`src/rtl/seq_mul.sv`:
```
// Sequential shift-add multiplier: WIDTH-bit operands, 2*WIDTH-bit product in WIDTH RUN cycles.
// Define SEQ_MUL_SIGNED_EN for two's-complement operands and product (sign-magnitude around the core).
module seq_mul #(
    parameter int WIDTH = 8
) (
    input  logic                 clk,
    input  logic                 rst,
    input  logic                 start,
    input  logic [WIDTH-1:0]     a,
    input  logic [WIDTH-1:0]     b,
    output logic                 busy,
    output logic                 done,
    output logic [2*WIDTH-1:0]   p
);
    localparam int CW = (WIDTH > 1) ? $clog2(WIDTH) : 1;
    localparam logic [CW-1:0] LAST = CW'(WIDTH - 1);

    typedef enum logic [1:0] {
        S_IDLE,
        S_RUN,
        S_DONE
    } state_t;

    state_t               state_q, state_d;
    logic [WIDTH-1:0]     mcand_q, mcand_d;
    logic [2*WIDTH-1:0]   prod_q, prod_d;
    logic [CW-1:0]        cnt_q, cnt_d;
    logic                 busy_q, busy_d;
    logic                 done_q, done_d;
    logic [2*WIDTH-1:0]   p_q, p_d;

    logic [WIDTH:0]       sum;
    logic [2*WIDTH-1:0]   prod_shift;
    logic [WIDTH-1:0]     a_mag, b_mag;
    logic [2*WIDTH-1:0]   result;

`ifdef SEQ_MUL_SIGNED_EN
    logic sign_q, sign_d;
    assign a_mag  = a[WIDTH-1] ? -a : a;
    assign b_mag  = b[WIDTH-1] ? -b : b;
    assign result = sign_q ? -prod_shift : prod_shift;
`else
    assign a_mag  = a;
    assign b_mag  = b;
    assign result = prod_shift;
`endif

    always_comb begin
        // The WIDTH+1-bit sum holds the carry; shifting it in as the new MSB
        // means the carry position above the product is always zero afterwards.
        sum        = {1'b0, prod_q[2*WIDTH-1:WIDTH]} + (prod_q[0] ? {1'b0, mcand_q} : '0);
        prod_shift = {sum, prod_q[WIDTH-1:1]};

        state_d = state_q;
        mcand_d = mcand_q;
        prod_d  = prod_q;
        cnt_d   = cnt_q;
        busy_d  = busy_q;
        done_d  = 1'b0;
        p_d     = p_q;
`ifdef SEQ_MUL_SIGNED_EN
        sign_d  = sign_q;
`endif
        case (state_q)
            S_IDLE: begin
                if (start) begin
                    mcand_d = a_mag;
                    prod_d  = {{WIDTH{1'b0}}, b_mag};
                    cnt_d   = '0;
                    busy_d  = 1'b1;
                    state_d = S_RUN;
`ifdef SEQ_MUL_SIGNED_EN
                    sign_d  = a[WIDTH-1] ^ b[WIDTH-1];
`endif
                end
            end
            S_RUN: begin
                prod_d = prod_shift;
                cnt_d  = cnt_q + 1'b1;
                if (cnt_q == LAST) begin
                    cnt_d   = '0;
                    p_d     = result;
                    done_d  = 1'b1;
                    state_d = S_DONE;
                end
            end
            S_DONE: begin
                busy_d  = 1'b0;
                state_d = S_IDLE;
            end
            default: begin
                busy_d  = 1'b0;
                state_d = S_IDLE;
            end
        endcase
    end

    always_ff @(posedge clk) begin
        if (rst) begin
            state_q <= S_IDLE;
            mcand_q <= '0;
            prod_q  <= '0;
            cnt_q   <= '0;
            busy_q  <= 1'b0;
            done_q  <= 1'b0;
            p_q     <= '0;
`ifdef SEQ_MUL_SIGNED_EN
            sign_q  <= 1'b0;
`endif
        end else begin
            state_q <= state_d;
            mcand_q <= mcand_d;
            prod_q  <= prod_d;
            cnt_q   <= cnt_d;
            busy_q  <= busy_d;
            done_q  <= done_d;
            p_q     <= p_d;
`ifdef SEQ_MUL_SIGNED_EN
            sign_q  <= sign_d;
`endif
        end
    end

    assign busy = busy_q;
    assign done = done_q;
    assign p    = p_q;
endmodule

```
`config.mk`:
```
export PLATFORM = sky130hd
export DESIGN_NAME = seq_mul
export DESIGN_NICKNAME = d
export VERILOG_FILES = /design/src/rtl/seq_mul.sv
export SDC_FILE = /design/constraint.sdc
export NUM_CORES = 1
export LEC_CHECK = 0
export BUFFER_PORTS_ARGS = -buffer_cell sky130_fd_sc_hd__clkbuf_2
export CORE_MARGIN = 10
export CORE_UTILIZATION = 40
export DETAILED_ROUTE_END_ITERATION = 8
export GPL_TIMING_DRIVEN = 1
export MAX_ROUTING_LAYER = met4
export RECOVER_POWER = 25
export SLEW_MARGIN = 30
export SYNTH_ARGS = -nofsm -noshare
export SYNTH_HDL_FRONTEND = slang
export SYNTH_SLANG_ARGS = --single-unit
```
`constraint.sdc`:
```
create_clock -name clk -period 4.65 [get_ports clk]
set_clock_uncertainty 0.15 [all_clocks]
set_input_delay 0.465 -clock clk [delete_from_list [all_inputs] [get_ports clk]]
set_output_delay 0.465 -clock clk [all_outputs]
set_load 0.03 [all_outputs]
```
==> results.sh <==
export IMPL_critPathKind="in -> reg"
export IMPL_critPathArrivalTime_ns=2.84
export IMPL_synth_edf_count=0
export IMPL_synth_avg_cell_area_um2=8.27
export IMPL_rr_worst_depth=8
export IMPL_finalPower_w=0.000763
export IMPL_hold_viol=0
export IMPL_outcome="finished with violations"
export IMPL_num_rows=26
export IMPL_post_route_period_util_pct=60.5
export IMPL_reg2reg_to="prod_q[13]"
export IMPL_start_util_pct=41.9
export IMPL_powerDensity_nw_per_um2=313
export IMPL_drtIter0Drc=83
export IMPL_die_area_um2=8810
export IMPL_syn_to_final_growth_pct=11.8
export IMPL_p_leak_nw=0.967
export IMPL_synth_async_reset_ratio_pct=0
export IMPL_core_um2=5200
export IMPL_whs_path_depth=3
export IMPL_diodes=0
export IMPL_final_antenna_net_count=0
export IMPL_clk_path_buf_depth=2
export IMPL_worstPathMaxFanout=49
export IMPL_synth_ff_type="dfxtp_1"
export IMPL_hold_path_startpoint="a[1]"
export IMPL_fin_tns_setup_ns=0
export IMPL_clkSlewWorstSetupHoldPaths_ns=0.09
export IMPL_nets=321
export IMPL_cp_data_required_time_ns=4.68
export IMPL_yosys_cell_types_count=41
export IMPL_critical_path_startpoint="rst"
export IMPL_synth_top_cell_area_share_pct=43.1
export IMPL_clock_sinks=47
export IMPL_final_setup_viol_count=0
export IMPL_cts_root_buf="clkbuf_8"
export IMPL_ioPinCount=37
export IMPL_failed_checks="max-capacitance violations, max-slew violations"
export IMPL_nFillCells=559
export IMPL_viasPerCell=5.18
export IMPL_drv_slew=50
export IMPL_drive_above_1_share_pct=12.7
export IMPL_die_h_um=93.9
export IMPL_min_to="mcand_q[1]"
export IMPL_max_freq_mhz=356
export IMPL_syn_area_um2=2180
export IMPL_vdd_drop_max_v=0.000151
export IMPL_syn_inst=264
export IMPL_critPathLaunchType="input pin"
export IMPL_post_cts_buffers=0
export IMPL_min_path_type="in -> reg"
export IMPL_grt_pass1_vias=1907
export IMPL_relSlewSlack_pct=-43.2
export IMPL_drc=0
export IMPL_grt_usage_pct=12.5
export IMPL_overflow=0
export IMPL_grt_first_pass_wirelength_um=8810
export IMPL_reg2reg_from="prod_q[0]"
export IMPL_synth_area_leaders="dfxtp_1 (43%), nand2_1 (11%), a21oi_1 (8.0%)"
export IMPL_clock_latency_ns=0.30
export IMPL_die_x_um=93.9
export IMPL_post_cts_resized=0
export IMPL_vias=1874
export IMPL_reg2reg_slack_ns=2.41
export IMPL_period_minus_slack_ns=2.81
export IMPL_rsz0062_at_grt="no"
export IMPL_yosysTopAreaCell="dfxtp_1"
export IMPL_place_congestion=0.848
export IMPL_drv_cap=1
export IMPL_seq_area_frac_synth_pct=43.1
export IMPL_htreeDepth=2
export IMPL_cts_hold_buf=0
export IMPL_worst_setup_path_end_kind="register"
export IMPL_wl_per_cell_um=14.0
export IMPL_yosysWarnings=0
export IMPL_synth_nets=294
export IMPL_firstDrtPassIters=4
export IMPL_grt_max_degree=50
export IMPL_drt_wl_total_um=5070
export IMPL_tightest_slew_ns=2.15
export IMPL_ys_ff_latch=47
export IMPL_cts_tree="done"
export IMPL_antenna_found_initial=0
export IMPL_cts_made_buffers=5
export IMPL_hpwl_um=3570
export IMPL_port_buffers=36
==> worst max-delay path, cell delays in order <==
cell and delay [ns]:
clkbuf_1 1.50, inv_1 0.46, a31oi_1 0.30, o211ai_1 0.11
==> stage by stage <==
| stage | std cells | instance area, µm² | hold WS, ns | setup WS, ns | util, % |
|---|---|---|---|---|---|
| final | 362 | 2440 | 0.226 | 1.84 | 46.9 |
| after global routing | 362 | 2440 | 0.230 | 1.49 | 46.9 |
| after CTS | 362 | 2450 | 0.220 | 2.42 | 47.2 |
| after detailed placement | 354 | 2360 | 0.295 | 2.44 | 45.3 |
| after global placement | 354 | 2360 | 0.294 | 2.46 | 45.3 |
| after floorplan | 264 | 2180 | 0.282 | 2.59 | - |
==> layout by cell type, fill, tap and decap left out, types with 2 or more instances in the layout <==
cell type	count
xnor2_1	2
a31oi_1	3
clkbuf_2	20
or3_1	2
nand4_1	4
inv_1	4
nand2_1	64
a311oi_1	7
nand3_1	13
xor2_1	2
nor2_1	18
dfxtp_1	47
clkbuf_1	16
nor4b_2	2
nor3_1	3
ha_1	10
clkbuf_8	6
and2_1	9
or4_1	2
o21ai_1	2
a21oi_1	35
==> synth_stat cells (2+ instances only) <==
cell type  instances
buf_4              2
a311oi_1           7
o21ai_1            2
nor4b_2            2
dfxtp_1           47
a31oi_1            3
nand4_1            4
or4_1              2
or3_1              2
clkbuf_1           7
nand3_1           13
inv_1              4
xnor2_1            2
nor3_1             3
nand2_1           64
a21oi_1           35
nor2_1            18
xor2_1             2
ha_1              10
buf_6              3
buf_2              4
and2_1             9
==> how the worst max path moves through the flow <==
stage                             to  slack, ns
after floorplan                p[15]       2.59
after global placement         p[13]       2.46
after detailed placement       p[15]       2.44
after CTS                      p[15]       2.42
after global routing      prod_q[13]       1.49
final                          p[13]       1.84
==> logic make-up after synthesis <==
kind of cell / synth area share [%]
simple gates: 27.4
compound gates: 15.9
flops: 43.1
buf+inv: 5.27
fa+ha+maj: 6.65
xor+xnor: 1.60
==> sequential cells by signal, indices dropped and copies added (netlist names) <==
signal,count
busy,1
cnt_q,3
done,1
mcand_q,8
p,16
prod_q,16
state_q,2
==> layer usage <==
| metal | routed length, µm | vias to the layer above | track usage (%) |
|---|---|---|---|
| met4 | 47 | 0 | 3.04 |
| li1 | - | 962 | - |
| met2 | 2190 | 46 | 19.0 |
| met5 | 0 | - | - |
| met3 | 247 | 4 | 3.52 |
| met1 | 2580 | 862 | 16.0 |
==> power breakdown <==
part / switching, W / internal [W]
Clock: 0.000140 / 0.000122
Sequential: 0.0000112 / 0.000417
Combinational: 0.0000475 / 0.0000258
Total: 0.000199 / 0.000565
==> layout make-up <==
| type | count | area (µm²) | area share (%) |
|---|---|---|---|
| well taps | 70 | 87.6 | 3.59 |
| multi-input cells | 196 | 1130 | 46.4 |
| flip-flops and latches | 47 | 941 | 38.5 |
| inverters | 4 | 15.0 | 0.615 |
| repair buffers | 37 | 168 | 6.87 |
| clock buffers | 6 | 82.6 | 3.38 |
| clock inverters | 2 | 13.8 | 0.564 |
Power figures use the tool's default switching activity.
